==> src/rtl/coef_fetch_seq_if.sv <==
// Weight stream between coef_fetch_seq and the BWN MAC array.
// The master presents 16-bit beats with a last-beat tag, and the slave throttles them with m_ready.
interface coef_fetch_seq_if;
  logic        m_valid;
  logic        m_ready;
  logic [15:0] m_data;
  logic        m_last;

  modport master (output m_valid, output m_data, output m_last, input m_ready);
  modport slave  (input m_valid, input m_data, input m_last, output m_ready);
endinterface

==> src/rtl/coef_fetch_seq.sv <==
// Streams a run of coefficients from a combinational ROM through a 2-entry buffer onto a valid/ready stream.
// Define COEF_BINARIZE_EN to emit sign-binarized weights (+1/-1) instead of raw coefficients.
module coef_fetch_seq #(
  parameter int WIDTH_A = 12,
  parameter int DEPTH   = 80
) (
  input  logic               clk,
  input  logic               rst_n,
  input  logic               start,
  input  logic [WIDTH_A-1:0] base_addr,
  input  logic [WIDTH_A-1:0] len,
  output logic               busy,
  output logic [WIDTH_A-1:0] rom_addr,
  input  logic [15:0]        rom_coef,
  output logic               done,
  output logic               err,
  coef_fetch_seq_if.master   m
);

  typedef enum logic [1:0] {IDLE, FETCH, DRAIN} state_t;

  localparam logic [WIDTH_A:0] DEPTH_W = (WIDTH_A+1)'(DEPTH);

  state_t             state;
  logic [WIDTH_A-1:0] remaining;
  logic [15:0]        fifo_data [2];
  logic               fifo_last [2];
  logic               head;
  logic [1:0]         count;

  logic               pop;
  logic               push;
  logic               tail;
  logic               over_range;
  logic [15:0]        push_data;

  assign pop        = m.m_valid && m.m_ready;
  assign push       = (state == FETCH) && ((count != 2'd2) || pop);
  // With two slots, the tail is the head when empty or full and the other slot otherwise.
  assign tail       = head ^ count[0];
  assign over_range = ({1'b0, base_addr} + {1'b0, len}) > DEPTH_W;

`ifdef COEF_BINARIZE_EN
  assign push_data = rom_coef[15] ? 16'hFFFF : 16'h0001;
`else
  assign push_data = rom_coef;
`endif

  assign m.m_valid = (count != 2'd0);
  assign m.m_data  = fifo_data[head];
  assign m.m_last  = fifo_last[head];
  assign busy      = (state != IDLE);

  always_ff @(posedge clk or negedge rst_n) begin
    if (!rst_n) begin
      state        <= IDLE;
      remaining    <= '0;
      rom_addr     <= '0;
      fifo_data[0] <= '0;
      fifo_data[1] <= '0;
      fifo_last[0] <= 1'b0;
      fifo_last[1] <= 1'b0;
      head         <= 1'b0;
      count        <= 2'd0;
      done         <= 1'b0;
      err          <= 1'b0;
    end else begin
      done <= 1'b0;
      err  <= 1'b0;

      if (pop) begin
        head <= ~head;
      end

      if (push) begin
        fifo_data[tail] <= push_data;
        fifo_last[tail] <= (remaining == WIDTH_A'(1));
        rom_addr        <= rom_addr + WIDTH_A'(1);
        remaining       <= remaining - WIDTH_A'(1);
      end

      case ({push, pop})
        2'b10:   count <= count + 2'd1;
        2'b01:   count <= count - 2'd1;
        default: count <= count;
      endcase

      case (state)
        IDLE: begin
          if (start) begin
            if (len == '0) begin
              done <= 1'b1;
            end else if (over_range) begin
              err <= 1'b1;
            end else begin
              rom_addr  <= base_addr;
              remaining <= len;
              state     <= FETCH;
            end
          end
        end
        FETCH: begin
          if (push && (remaining == WIDTH_A'(1))) begin
            state <= DRAIN;
          end
        end
        DRAIN: begin
          // The last-tagged entry can only reach the head after the final push, so it is always popped here.
          if (pop && fifo_last[head]) begin
            done  <= 1'b1;
            state <= IDLE;
          end
        end
        default: state <= IDLE;
      endcase
    end
  end

endmodule

==> src/flat_wrapper.sv <==
// flat-port wrapper written by rule: the top's interface ports become plain ports
module coef_fetch_seq_flat 
#(
  parameter int WIDTH_A = 12,
  parameter int DEPTH   = 80
)
  (clk, rst_n, start, base_addr, len, busy, rom_addr, rom_coef, done, err, m_m_valid, m_m_data, m_m_last, m_m_ready);
  coef_fetch_seq_if m_i ();
  input  logic clk;
  input  logic rst_n;
  input  logic start;
  input  logic [WIDTH_A-1:0] base_addr;
  input  logic [WIDTH_A-1:0] len;
  output logic busy;
  output logic [WIDTH_A-1:0] rom_addr;
  input  logic [15:0] rom_coef;
  output logic done;
  output logic err;
  output wire logic [$bits(m_i.m_valid)-1:0] m_m_valid;
  output wire logic [$bits(m_i.m_data)-1:0] m_m_data;
  output wire logic [$bits(m_i.m_last)-1:0] m_m_last;
  input wire logic [$bits(m_i.m_ready)-1:0] m_m_ready;
  assign m_m_valid = m_i.m_valid;
  assign m_m_data = m_i.m_data;
  assign m_m_last = m_i.m_last;
  assign m_i.m_ready = m_m_ready;
  coef_fetch_seq #(.WIDTH_A(WIDTH_A), .DEPTH(DEPTH)) u_core (.clk(clk), .rst_n(rst_n), .start(start), .base_addr(base_addr), .len(len), .busy(busy), .rom_addr(rom_addr), .rom_coef(rom_coef), .done(done), .err(err), .m(m_i));
endmodule
==> config.mk <==
export PLATFORM = sky130hd
export DESIGN_NAME = coef_fetch_seq_flat
export DESIGN_NICKNAME = d
export VERILOG_FILES = /design/src/rtl/coef_fetch_seq_if.sv /design/src/rtl/coef_fetch_seq.sv /design/src/flat_wrapper.sv
export SDC_FILE = /design/constraint.sdc
export NUM_CORES = 1
export LEC_CHECK = 0
export ABC_AREA = 0
export BUFFER_PORTS_ARGS = -buffer_cell sky130_fd_sc_hd__buf_4
export CELL_PAD_IN_SITES_DETAIL_PLACEMENT = 2
export CELL_PAD_IN_SITES_GLOBAL_PLACEMENT = 2
export CORE_UTILIZATION = 25
export CTS_BUF_LIST = sky130_fd_sc_hd__clkbuf_4
export DETAILED_ROUTE_END_ITERATION = 6
export HOLD_SLACK_MARGIN = 0.08
export PLACE_DENSITY_LB_ADDON = 0.2
export SLEW_MARGIN = 30
export SYNTH_ARGS = -nofsm -noshare
export SYNTH_HDL_FRONTEND = slang
export SYNTH_SLANG_ARGS = --single-unit
==> constraint.sdc <==
create_clock -name clk -period 6.9 [get_ports clk]
set_input_delay 1.035 -clock clk [delete_from_list [all_inputs] [get_ports clk]]
set_output_delay 1.035 -clock clk [all_outputs]
set_load 0.05 [all_outputs]
* Word-level counts from Yosys, hierarchy flattened
Index checks and enable logic that the tools add are counted.
Word-level totals: latch bits 0, input bits 44, output and inout port bits 33, memory bits (read-only) 0, flip-flop bits (word level) 65, word-level logic and storage cells 84, RAM bits 0, memories kept 0
Cells by class: $mul 0, add/subtract/negate cells 5, bitwise operators 4, equal/unequal tests 11, reduce and logical (&&, ||, !) cells 12, magnitude comparators 4, shift operators 0, divide/modulo/power cells 0, mux-type cells 37
Operators with widths (number):
- 2-to-1 mux 12 bit | 10
- 2-to-1 mux 16 bit | 4
- bitwise mux 32 bit | 1
- demux 16 bit (select 1 bit) | 1
- adder 12 x 12 -> 13 bit | 1
- > comparator 13 x 7 -> 1 bit (second input constant) | 1
- adder 12 x 1 -> 12 bit (second input constant) | 1
- equality test 12 x 1 -> 1 bit (second input constant) | 1
- zero test 12 bit | 1
- subtractor 12 x 1 -> 12 bit (second input constant) | 1
- 2-to-1 mux 1 bit | 11
- 2-to-1 mux 2 bit | 5
- inequality test 2 bit (second input constant) | 5
- case mux 2 bit (3 select lines) | 1
- nonzero test 2 bit | 3
- logical AND 1 bit | 5
- AND reduction 5 bit | 1
- equality test 2 x 1 -> 1 bit (second input constant) | 2
- equality test 2 bit (second input constant) | 2
- >= comparator 2 bit (second input constant) | 2
- inverter 1 -> 2 bit | 2
- case mux 2 bit (2 select lines) | 1
- adder 2 x 1 -> 2 bit (second input constant) | 1
- bitwise mux 2 bit | 1
- other kinds (9) | 9

* Logic depth before layout (Yosys ltp)
Gate-level depths: netlist (run 1).
depth after elaboration 9, gate-level depth with buffers 10, depth with buffers taken out 9

* Worst setup path after synthesis (run 1)
No wires, ideal clock.
path type input -> register, start input port base_addr[0], end register u_core.remaining[0], path slack 3.423 ns, library setup time 0.125 ns, buffers on the path 1, data required time 6.775 ns, cell stages on the path 10, arrival 3.352 ns, cells stage by stage ha_1 -> fa_1 -> a21o_1 -> a221oi_2 -> o21ai_1 -> mux2i_1 -> o211ai_2 -> nor4_4 -> buf_6 -> mux2_4
Between the ends: longest elaborated chain between the ends 6
RTL lines:
- start: declaration | RTL line flat_wrapper.sv:12 | input logic [WIDTH_A-1:0] base_addr;
- adder 12 x 12 -> 13 bit | RTL line coef_fetch_seq.sv:41 | assign over_range = ({1'b0, base_addr} + {1'b0, len}) > DEPTH_W;
- > comparator 13 x 7 -> 1 bit | RTL line coef_fetch_seq.sv:41
- 2-to-1 mux 12 bit | RTL line coef_fetch_seq.sv:93 | end else if (over_range) begin
- 2-to-1 mux 12 bit | RTL line coef_fetch_seq.sv:91 | if (len == '0) begin
- 2-to-1 mux 12 bit | RTL line coef_fetch_seq.sv:90 | if (start) begin
- 2-to-1 mux 12 bit | RTL line coef_fetch_seq.sv:88 | case (state)
- end signal: assignment | RTL line coef_fetch_seq.sv:79 | remaining <= remaining - WIDTH_A'(1);
- end signal: assignment | RTL line coef_fetch_seq.sv:97 | remaining <= len;
- end: declaration | RTL line coef_fetch_seq.sv:25 | logic [WIDTH_A-1:0] remaining;
Every way passes these cells. A chain may end at the register's enable or synchronous reset.

* Worst setup path in the final report (run 1)
start input port base_addr[0], end register u_core.remaining[11]
Same word-level chain as after synthesis.

==> results of run 1 <==
-- layout make-up --
cell class              count  area (um2)  area share, %
clock buffers              10        75.1           1.58
clock inverters             6        82.6           1.74
inverters                   9        33.8          0.711
multi-input cells         236        2100           44.2
flip-flops and latches     65        1630           34.2
well taps                 184         230           4.84
repair buffers             79         606           12.7
-- worst max path at each step --
stage            startpoint                   end  slack (ns)  depth (start not counted)
2_1_floorplan  base_addr[0]   u_core.remaining[0]        3.42                         10
3_3_place_gp   base_addr[0]    u_core.rom_addr[0]        3.08                         11
3_5_place_dp   base_addr[0]    u_core.rom_addr[2]        3.03                         11
4_1_cts        base_addr[0]  u_core.remaining[11]        3.48                         11
5_1_grt        base_addr[0]  u_core.remaining[11]        3.30                         11
6_report       base_addr[0]  u_core.remaining[11]        3.51                         11
-- cell usage in the layout (no fill, tap or decap), types with 5 or more instances in the layout --
cell | netlist | layout
ha_1 | 16 | 16
nand4_1 | 5 | 5
o21ai_0 | 9 | 9
mux2_4 | 19 | 19
nor3_1 | 5 | 5
a21o_1 | 5 | 5
clkbuf_4 | 0 | 10
nand3_1 | 9 | 9
xor2_1 | 12 | 12
nor4_1 | 5 | 5
mux2_2 | 55 | 55
nor2_1 | 18 | 18
inv_1 | 8 | 8
xnor2_1 | 17 | 17
dfrtp_1 | 65 | 65
buf_4 | 1 | 78
nand2_1 | 19 | 19
-- per-layer routing --
| layer | track usage (%) | up-vias | routed length, um | part of all wire, % |
|---|---|---|---|---|
| met5 | 0 | - | 0 | 0 |
| met4 | 4.73 | 0 | 58 | 0.57 |
| met3 | 2.40 | 8 | 452 | 4.5 |
| met2 | 24.0 | 61 | 5060 | 50 |
| met1 | 17.0 | 1390 | 4570 | 45 |
| li1 | - | 1308 | - | - |
-- worst max-delay path, delay by kind of cell --
| family | cells | cell delay, ns |
|---|---|---|
| AOI/OAI and AO/OA | 2 | 0.39 |
| xor gates and xnor gates | 1 | 0.17 |
| adders and majority gates | 2 | 0.62 |
| buffers and inverters | 2 | 0.54 |
| muxes | 2 | 0.51 |
| and+or+nand+nor | 2 | 0.41 |
-- cell families (layout without fill, tap and decap cells) --
| logic type | after synthesis | count (layout) | share of synthesized area (%) |
|---|---|---|---|
| multiplexers | 78 | 78 | 24.8 |
| adder cells (fa/ha/maj) | 17 | 17 | 5.78 |
| buffers and inverters | 17 | 104 | 2.20 |
| flip-flops | 65 | 65 | 42.7 |
| XOR/XNOR | 30 | 30 | 7.39 |
| AO/OA/AOI/OAI | 30 | 30 | 5.75 |
| AND/OR/NAND/NOR | 81 | 81 | 11.3 |
-- where the power goes --
| part | internal (mW) | switching (mW) |
|---|---|---|
| Clock | 0.149 | 0.140 |
| Sequential | 0.518 | 0.132 |
| Combinational | 0.411 | 0.527 |
-- flip-flops by register name, indices dropped and copies added, names as in the netlist --
signal            flops
u_core.fifo_data     32
u_core.done           1
u_core.state          2
u_core.remaining     12
u_core.head           1
u_core.count          2
u_core.err            1
u_core.rom_addr      12
u_core.fifo_last      2
-- through the flow --
stage	hold slack, ns	instance area [um2]	utilization, %
after floorplan	0.440	3810	-
after global placement	0.466	4570	31.1
after detailed placement	0.476	4570	31.1
after CTS	0.480	4730	32.2
after global routing	0.505	4750	32.3
final	0.475	4750	32.3
==> results.txt, run 1 <==
Outcome: complete, but fails checks
Violated checks: design-rule violations
Top FF cell, synth: dfrtp_1
Crit-path max FO: 25
Crit end category: register
Average size of a mapped cell: 12.0 um2
Syn. warnings: 0
Yosys top cell area share: 42.7%
FILL cells: 1619
CTS Buf Count: 9
Post-Syn Instances: 318
Worst-path clk slew: 0.11 ns
Initial antenna violation count: 0
Fmax: 0.295 GHz
Initial Util: 25.9%
Remaining global-route overflow: 0
Area delta synth->final: 24.8%
DRC viols: 8
Area leader, netlist: dfrtp_1
Synth Cell Area: 3810 um2
Die Footprint: 15700 um2
CP max-delay cell: buf_4
Maximum Capacitance Violations: 0
Num rows: 44
Critical Path, Cell by Cell: buf_4 > ha_1 > fa_1 > xor2_1 > nor4b_1 > mux2i_1 > a22oi_1 > o211ai_2 > nor4_4 > buf_4 > mux2_2
CORE AREA: 14700 um2
Reg-to-Reg Start: u_core.state[1]
Nets: 461
Largest stage delay on the critical path: 0.43 ns
Global-route wire length before repair: 16800 um
Worst Path Required: 7.20 ns
Insertion delay to the later sink of the worst-skew pair: 0.42 ns
R2r setup slk: 4.50 ns
Routability cong.: 0.772
Drt first pass iters: 6
Data arrival, critical path: 3.69 ns
Post-DR vias/cell: 4.70
Measured slew at the worst slew-check pin: 0.938 ns
Final std cells w/o fill: 589
IO Pins: 77
Vias: 2767
Die Ht: 125 um
Area contributors post-synth: dfrtp_1 43%, mux2_2 16%, mux2_4 7.5%
Syn_nets: 379
Post-CTS setup repair buffer count: 0
Final min period: 3.39 ns
Largest net degree at the start of global routing: 66
Register area share after synthesis: 42.7%
Setup TNS: 0 ns
Post-DP HPWL: 7610 um
Critical path's most frequent cell: buf_4
Fin Clk Skew: 0.0151 ns
Post-synth top cells: 65 x dfrtp_1, 55 x mux2_2, 19 x mux2_4, 19 x nand2_1, 18 x nor2_1
Clock H-tree levels: 3
Clk sink count: 65
Fraction of layout cells with a size suffix above 1: 44.4%
Cts repair resizes: 0
R2r endpoint: u_core.fifo_data[4]
Number of synthesized register bits: 65
Hold buffer count at cts: 0
Setup ws final: 3.51 ns
Total power: 1.88 mW
Crit Path Class: primary input to register
Number of synthesized flops with an enable pin: 0
Port Buffers: 76
Dpl cells: 572
Worst vdd ir: 0.104 mV
Worst Hold Path EP: u_core.done
DRT antenna net count: 0
Fraction of registers with async set/reset: 100%
R2r worst-path depth: 6
CTS tree: yes
Pwr/cell area: 395 nW/um2
Final Hold Vio Count: 0
Max Slew Vio Count: 0
Hold depth: 1
Crit share post-route: 49.2%
Clock Path Buffers: 2
Gr usage total: 13.7%
Distinct cell type count after synthesis: 50
Vias in the first global route: 3167
Antenna cells: 0
Startpoint types: primary input
Unrepaired setup endpoints after global routing: no
Clock tree root buffer cell: clkbuf_4
Min-delay src: u_core.state[0]
Slew Limit Headroom: 37.5%
DP Worst Slack: 3.03 ns
Wire per inst: 17.2 um
Cell with the most instances after synthesis: dfrtp_1
Final WL: 10100 um
Die W: 125 um
Final Setup Violations: 0
Leak: 2.30 nW
Iter 0 DRT Violations: 71
Worst hold path class: register to register
(Power assumes the default switching activity.)
==> run 2: changes to the inputs <==
==> constraint.sdc (replaced) <==
create_clock -name clk -period 2.9 [get_ports clk]
set_input_delay 0.435 -clock clk [delete_from_list [all_inputs] [get_ports clk]]
set_output_delay 0.435 -clock clk [all_outputs]
set_load 0.05 [all_outputs]
==> run 2 against run 1 <==
  * The flow still finishes with violations (design-rule violations)
  * Final cell count grew 3.1%
  * Die area is the same
  * Sequential cell count is the same
  * Clock power grew 100%
  * Clock skew shrank 0.0040 ns
  * Register-to-register slack lost 4.1 ns
  * First-iteration DRC count shrank 5.6%
  * Count of clock-buffer cells in the layout shrank 1
  * Core utilization grew 0.85 points
  * Largest cell class unchanged
  * Largest power group unchanged
  * Highest routed layer unchanged
==> results.txt, run 2 (same netlist as run 1, synthesis figures left out) <==
Die Footprint: 15700 um2 (unchanged)
Slew Limit Headroom: 68.1% (was 37.5%)
Nets: 480 (was 461)
R2r endpoint: u_core.fifo_data[15] (was u_core.fifo_data[4])
Die W: 125 um (unchanged)
Largest net degree at the start of global routing: 66 (unchanged)
Remaining global-route overflow: 0 (unchanged)
Setup ws final: 0.219 ns (was 3.51 ns)
Dpl cells: 590 (was 572)
Startpoint types: primary input (unchanged)
CP Capture Point: u_core.rom_addr[11] (was u_core.remaining[11])
Initial Util: 25.9% (unchanged)
Vias: 2814 (was 2767)
Vias in the first global route: 3193 (was 3167)
Global-route wire length before repair: 17100 um (was 16800 um)
Final std cells w/o fill: 607 (was 589)
Final Hold Vio Count: 0 (unchanged)
Post-DP HPWL: 7770 um (was 7610 um)
Insertion delay to the later sink of the worst-skew pair: 0.42 ns (about the same)
CP max-delay cell: fa_1 (was buf_4)
R2r worst-path depth: 6 (unchanged)
Fmax: 0.373 GHz
Final min period: 2.68 ns
Largest Register: u_core.fifo_data (unchanged)
Post-placement cell area: 4720 um2 (was 4570 um2)
R2r setup slk: 0.45 ns (was 4.50 ns)
Area delta synth->final: 28.1% (was 24.8%)
Worst vdd ir: 0.331 mV (was 0.104 mV)
Max Slew Vio Count: 0 (unchanged)
IO Pins: 77 (unchanged)
Final WL: 10400 um (was 10100 um)
Post-DR vias/cell: 4.64 (was 4.70)
CTS tree: yes (unchanged)
Die Ht: 125 um (unchanged)
Commonest non-fill, non-tap cells in the layout: 95 x buf_4, 65 x dfrtp_1, 55 x mux2_2, 19 x nand2_1, 19 x mux2_4 (was 78 x buf_4, 65 x dfrtp_1, 55 x mux2_2, 19 x nand2_1, 19 x mux2_4)
Worst Path Required: 3.22 ns (was 7.20 ns)
Worst hold path class: primary input to register (was register to register)
Measured slew at the worst slew-check pin: 0.479 ns (was 0.938 ns)
Crit share post-route: 92.4%
DRT antenna net count: 0 (unchanged)
DP Worst Slack: -0.241 ns (was 3.03 ns)
Total power: 4.38 mW (was 1.88 mW)
Iter 0 DRT Violations: 67 (was 71)
Largest regs: u_core.fifo_data x32, u_core.remaining x12, u_core.rom_addr x12 (unchanged)
Gr usage total: 14.2% (was 13.7%)
Fraction of layout cells with a size suffix above 1: 46.1% (was 44.4%)
Num rows: 44 (unchanged)
Crit path from: base_addr[0] (unchanged)
CTS Buf Count: 9 (unchanged)
Clock tree root buffer cell: clkbuf_4 (unchanged)
Design area: 4880 um2 (was 4750 um2)
Max reg flops: 32 (unchanged)
Maximum Capacitance Violations: 0 (unchanged)
Post-CTS setup repair buffer count: 0 (unchanged)
Fin Clk Skew: 0.0111 ns (was 0.0151 ns)
Data arrival, critical path: 3.00 ns (was 3.69 ns)
Final Setup Violations: 0 (unchanged)
Utilization after layout: 33.2% (was 32.3%)
Worst-path clk slew: 0.11 ns (about the same)
Port Buffers: 76 (unchanged)
Routability cong.: 0.729 (was 0.772)
Crit-path max FO: 25 (unchanged)
Cts repair resizes: 0 (unchanged)
Wire per inst: 17.1 um (was 17.2 um)
FILL cells: 1591 (was 1619)
Clock Path Buffers: 2 (unchanged)
Reg-to-Reg Start: u_core.state[0] (was u_core.state[1])
CORE AREA: 14700 um2 (unchanged)
Commonest non-fill, non-tap cell in the layout: buf_4 (unchanged)
Antenna cells: 0 (unchanged)
Critical Path, Cell by Cell: buf_4 > ha_1 > fa_1 > a21o_1 > a221oi_2 > o21ai_1 > mux2i_1 > o211ai_2 > nor4_4 > buf_12 > mux2_2 (was buf_4 > ha_1 > fa_1 > xor2_1 > nor4b_1 > mux2i_1 > a22oi_1 > o211ai_2 > nor4_4 > buf_4 > mux2_2)
Hold buffer count at cts: 0 (unchanged)
Pwr/cell area: 899 nW/um2 (was 395 nW/um2)
Crit Path Class: primary input to register (unchanged)
Drt first pass iters: 7 (was 6)
Initial antenna violation count: 0 (unchanged)
Outcome: complete, but fails checks (unchanged)
Largest stage delay on the critical path: 0.41 ns (was 0.43 ns)
Setup TNS: 0 ns (unchanged)
Unrepaired setup endpoints after global routing: no (unchanged)
Leak: 2.39 nW (was 2.30 nW)
Violated checks: design-rule violations (unchanged)
DRC viols: 7 (was 8)
Crit end category: register (unchanged)
Clock H-tree levels: 3 (unchanged)
Clk sink count: 65 (unchanged)
Hold WS: 0.251 ns (was 0.475 ns)
## run 2: cell type report
cell class,instances,area (um2),share of cell area [%]
inverter,9,33.8,0.693
clock inverter,6,50.0,1.03
multi-input combinational,236,2100,43.0
sequential,65,1630,33.4
tap,184,230,4.72
timing repair buffer,98,771,15.8
clock buffer,9,67.6,1.39
## run 2: report_power, final
part           total, mW  leakage, nW  switching (mW)  internal, mW
registers           1.48        0.859           0.250          1.23
logic               2.32         1.46            1.32          1.01
clock network      0.577       0.0657           0.332         0.246
total               4.38         2.39            1.90          2.49
## run 2: how the worst min path moves through the flow
stage | start | endpoint | slack [ns] | cells past startpoint
2_1_floorplan | rst_n | u_core.count[0] | 0.14 | 0
3_3_place_gp | u_core.count[1] | u_core.count[1] | 0.47 | 1
3_5_place_dp | u_core.state[0] | u_core.done | 0.48 | 1
4_1_cts | rst_n | u_core.count[0] | 0.12 | 1
5_1_grt | rom_coef[11] | u_core.fifo_data[27] | 0.22 | 2
6_report | rom_coef[11] | u_core.fifo_data[27] | 0.25 | 2
## run 2: critical path: cells and delay by family
family / cells / cell delay (ns)
mux: 2 / 0.54
compound gates: 4 / 0.77
simple gates: 1 / 0.23
fa+ha+maj: 2 / 0.63
buf+inv: 2 / 0.38
## run 2: per-layer routing
metal,vias up,share of wire (%),GRT usage [%]
met3,10,3.4,2.18
met1,1396,45,17.7
met4,0,1.5,5.81
li1,1349,-,-
met5,-,0,0
met2,59,50,24.4
==> run 3: changes to the inputs <==
--- a/config.mk
+++ b/config.mk
@@ -6,12 +6,13 @@
 export NUM_CORES = 1
 export LEC_CHECK = 0
 export ABC_AREA = 0
-export BUFFER_PORTS_ARGS = -buffer_cell sky130_fd_sc_hd__buf_4
 export CELL_PAD_IN_SITES_DETAIL_PLACEMENT = 2
 export CELL_PAD_IN_SITES_GLOBAL_PLACEMENT = 2
-export CORE_UTILIZATION = 25
+export CORE_UTILIZATION = 30
 export CTS_BUF_LIST = sky130_fd_sc_hd__clkbuf_4
+export CTS_CLUSTER_SIZE = 8
 export DETAILED_ROUTE_END_ITERATION = 6
+export DONT_BUFFER_PORTS = 1
 export HOLD_SLACK_MARGIN = 0.08
 export PLACE_DENSITY_LB_ADDON = 0.2
 export SLEW_MARGIN = 30
==> run 3 against run 2 <==
  * The run now ends clean
  * First-iteration DRC count fell by 49%
  * Core utilization grew 1.6 points
  * Routed wire length is 6.8% lower
  * Final cell count shrank 16%
==> results.txt, run 3 (same netlist as run 1, synthesis figures left out) <==
Clock Path Buffers: 2 (unchanged)
Clock H-tree levels: 3 (unchanged)
Area delta synth->final: 11.6% (was 28.1%)
Die W: 115 um (was 125 um)
Clock tree root buffer cell: clkbuf_4 (unchanged)
Remaining global-route overflow: 0 (unchanged)
Commonest non-fill, non-tap cells in the layout: 65 x dfrtp_1, 55 x mux2_2, 19 x nand2_1, 19 x mux2_4, 18 x nor2_1 (was 95 x buf_4, 65 x dfrtp_1, 55 x mux2_2, 19 x nand2_1, 19 x mux2_4)
Fraction of layout cells with a size suffix above 1: 33.8% (was 46.1%)
Final Setup Violations: 0 (unchanged)
Nets: 396 (was 480)
Clk sink count: 65 (unchanged)
Routability cong.: 0.721 (was 0.729)
Worst-path clk slew: 0.12 ns (was 0.11 ns)
Num rows: 40 (was 44)
Insertion delay to the later sink of the worst-skew pair: 0.43 ns (was 0.42 ns)
Commonest non-fill, non-tap cell in the layout: dfrtp_1 (was buf_4)
Post-DP HPWL: 7180 um (was 7770 um)
Vias in the first global route: 2965 (was 3193)
Leak: 1.98 nW (was 2.39 nW)
Outcome: finished clean (was complete, but fails checks)
IO Pins: 77 (unchanged)
Worst hold path class: primary input to register (unchanged)
Drt first pass iters: 2 (was 7)
Fmax: 0.395 GHz (was 0.373 GHz)
Gr usage total: 15.9% (was 14.2%)
Setup TNS: 0 ns (unchanged)
Initial Util: 31.2% (was 25.9%)
Final Hold Vio Count: 0 (unchanged)
DRT antenna net count: 0 (unchanged)
Worst vdd ir: 0.255 mV (was 0.331 mV)
Critical Path, Cell by Cell: ha_1 > fa_1 > a21o_1 > a221oi_2 > o21ai_1 > mux2i_1 > o211ai_2 > nor4_4 > buf_12 > mux2_2 (was buf_4 > ha_1 > fa_1 > a21o_1 > a221oi_2 > o21ai_1 > mux2i_1 > o211ai_2 > nor4_4 > buf_12 > mux2_2)
Crit path buffers/inverters: 1 (was 2)
CTS Buf Count: 9 (unchanged)
Post-DR vias/cell: 5.05 (was 4.64)
Worst Path Required: 3.22 ns (about the same)
Crit Path Class: primary input to register (unchanged)
Unrepaired setup endpoints after global routing: no (unchanged)
Utilization after layout: 34.8% (was 33.2%)
Max Slew Vio Count: 0 (unchanged)
Crit share post-route: 87.2% (was 92.4%)
Cts repair resizes: 0 (unchanged)
Measured slew at the worst slew-check pin: 0.920 ns (was 0.479 ns)
FILL cells: 1351 (was 1591)
Final WL: 9650 um (was 10400 um)
Switching Share: 45.3% (was 43.3%)
Clock share of power: 14.9% (was 13.2%)
Vias: 2569 (was 2814)
CP delay by family, top: compound AO/OA/AOI/OAI gates (unchanged)
Fin Clk Skew: 0.0103 ns (was 0.0111 ns)
Global-route wire length before repair: 15400 um (was 17100 um)
CORE AREA: 12200 um2 (was 14700 um2)
Initial antenna violation count: 0 (unchanged)
NetSw: 1.86 mW (was 1.90 mW)
CP max-delay cell: fa_1 (unchanged)
Post-CTS setup repair buffer count: 0 (unchanged)
Logic pwr share: 45.6% (was 53.0%)
Data arrival, critical path: 2.85 ns (was 3.00 ns)
Largest stage delay on the critical path: 0.40 ns (was 0.41 ns)
Hold buffer count at cts: 2 (was 0)
Pint: 2.25 mW (was 2.49 mW)
Final min period: 2.53 ns (was 2.68 ns)
Crit-path max FO: 25 (unchanged)
Port Buffers: 0 (was 76)
Die Footprint: 13100 um2 (was 15700 um2)
CTS tree: yes (unchanged)
Largest net degree at the start of global routing: 66 (unchanged)
Maximum Capacitance Violations: 0 (unchanged)
Slew Limit Headroom: 38.7% (was 68.1%)
Iter 0 DRT Violations: 34 (was 67)
Largest Register: u_core.fifo_data (unchanged)
Die Ht: 115 um (was 125 um)
Crit end category: register (unchanged)
Pwr/cell area: 967 nW/um2 (was 899 nW/um2)
Wire per inst: 19.0 um (was 17.1 um)
Max reg flops: 32 (unchanged)
Startpoint types: primary input (unchanged)
Largest regs: u_core.fifo_data x32, u_core.remaining x12, u_core.rom_addr x12 (unchanged)
Share of total power in sequential cells: 39.5% (was 33.8%)
DRC viols: 0 (was 7)
[run 3: cell types whose count changed in the layout (fill, tap and decap cells not counted)]
| cell | previous run | this run |
|---|---|---|
| and3_2 | 2 | 1 |
| clkinvlp_4 | 0 | 3 |
| and3_1 | 2 | 3 |
| buf_4 | 95 | 11 |
| clkinv_1 | 5 | 1 |
| diode_2 | 0 | 1 |
| clkinv_4 | 0 | 1 |
| clkinv_2 | 1 | 2 |
[run 3: through the flow]
| step | std cells | total power, mW | setup WS (ns) | instance area [um2] | hold WS, ns |
|---|---|---|---|---|---|
| after floorplan | 318 | 3.17 | 0.0233 | 3810 | 0.139 |
| after global placement | 490 | 3.45 | -0.0231 | 4070 | 0.141 |
| after detailed placement | 490 | 3.52 | -0.0951 | 4070 | 0.141 |
| after CTS | 508 | 4.19 | 0.391 | 4250 | 0.106 |
| after global routing | 508 | 4.37 | 0.239 | 4250 | 0.106 |
| final | 509 | 4.11 | 0.370 | 4250 | 0.141 |
[run 3: power groups by stage]
stage	logic (mW)	registers (mW)	clock network [mW]
6_report	1.87	1.62	0.613
5_1_grt	2.02	1.67	0.686
4_1_cts	1.91	1.63	0.649
3_5_place_dp	1.87	1.65	0
3_3_place_gp	1.83	1.62	0
2_1_floorplan	1.49	1.68	0
[run 3: area by class of cell]
class	count	area [um2]	area share, %
Antenna cell	1	2.50	0.0589
Clock buffer	9	67.6	1.59
Clock inverter	7	71.3	1.68
Inverter	9	33.8	0.795
Multi-Input combinational cell	236	2100	49.4
Sequential cell	65	1630	38.3
Tap cell	168	210	4.95
Timing Repair Buffer	14	140	3.30
[run 3: worst paths after layout]
| check | slack [ns] | startpoint | cells after the start | endpoint |
|---|---|---|---|---|
| min in group asynchronous | 0.57 | rst_n | 2 | u_core.fifo_data[16] |
| worst min register to register | 0.50 | u_core.count[1] | 1 | u_core.count[1] |
| worst min-delay path | 0.14 | base_addr[10] | 1 | u_core.rom_addr[10] |
| worst max-delay path | 0.37 | base_addr[0] | 10 | u_core.rom_addr[2] |
| worst max register to register | 0.53 | u_core.state[0] | 7 | u_core.rom_addr[11] |
| max in group asynchronous | 2.02 | rst_n | 2 | u_core.state[1] |
[run 3: per-layer routing]
| metal | up-vias | routed length [um] | track usage [%] |
|---|---|---|---|
| met3 | 15 | 711 | 5.13 |
| li1 | 1179 | - | - |
| met1 | 1310 | 3700 | 17.0 |
| met4 | 0 | 204 | 7.36 |
| met2 | 65 | 5030 | 28.3 |
| met5 | - | 0 | 0 |
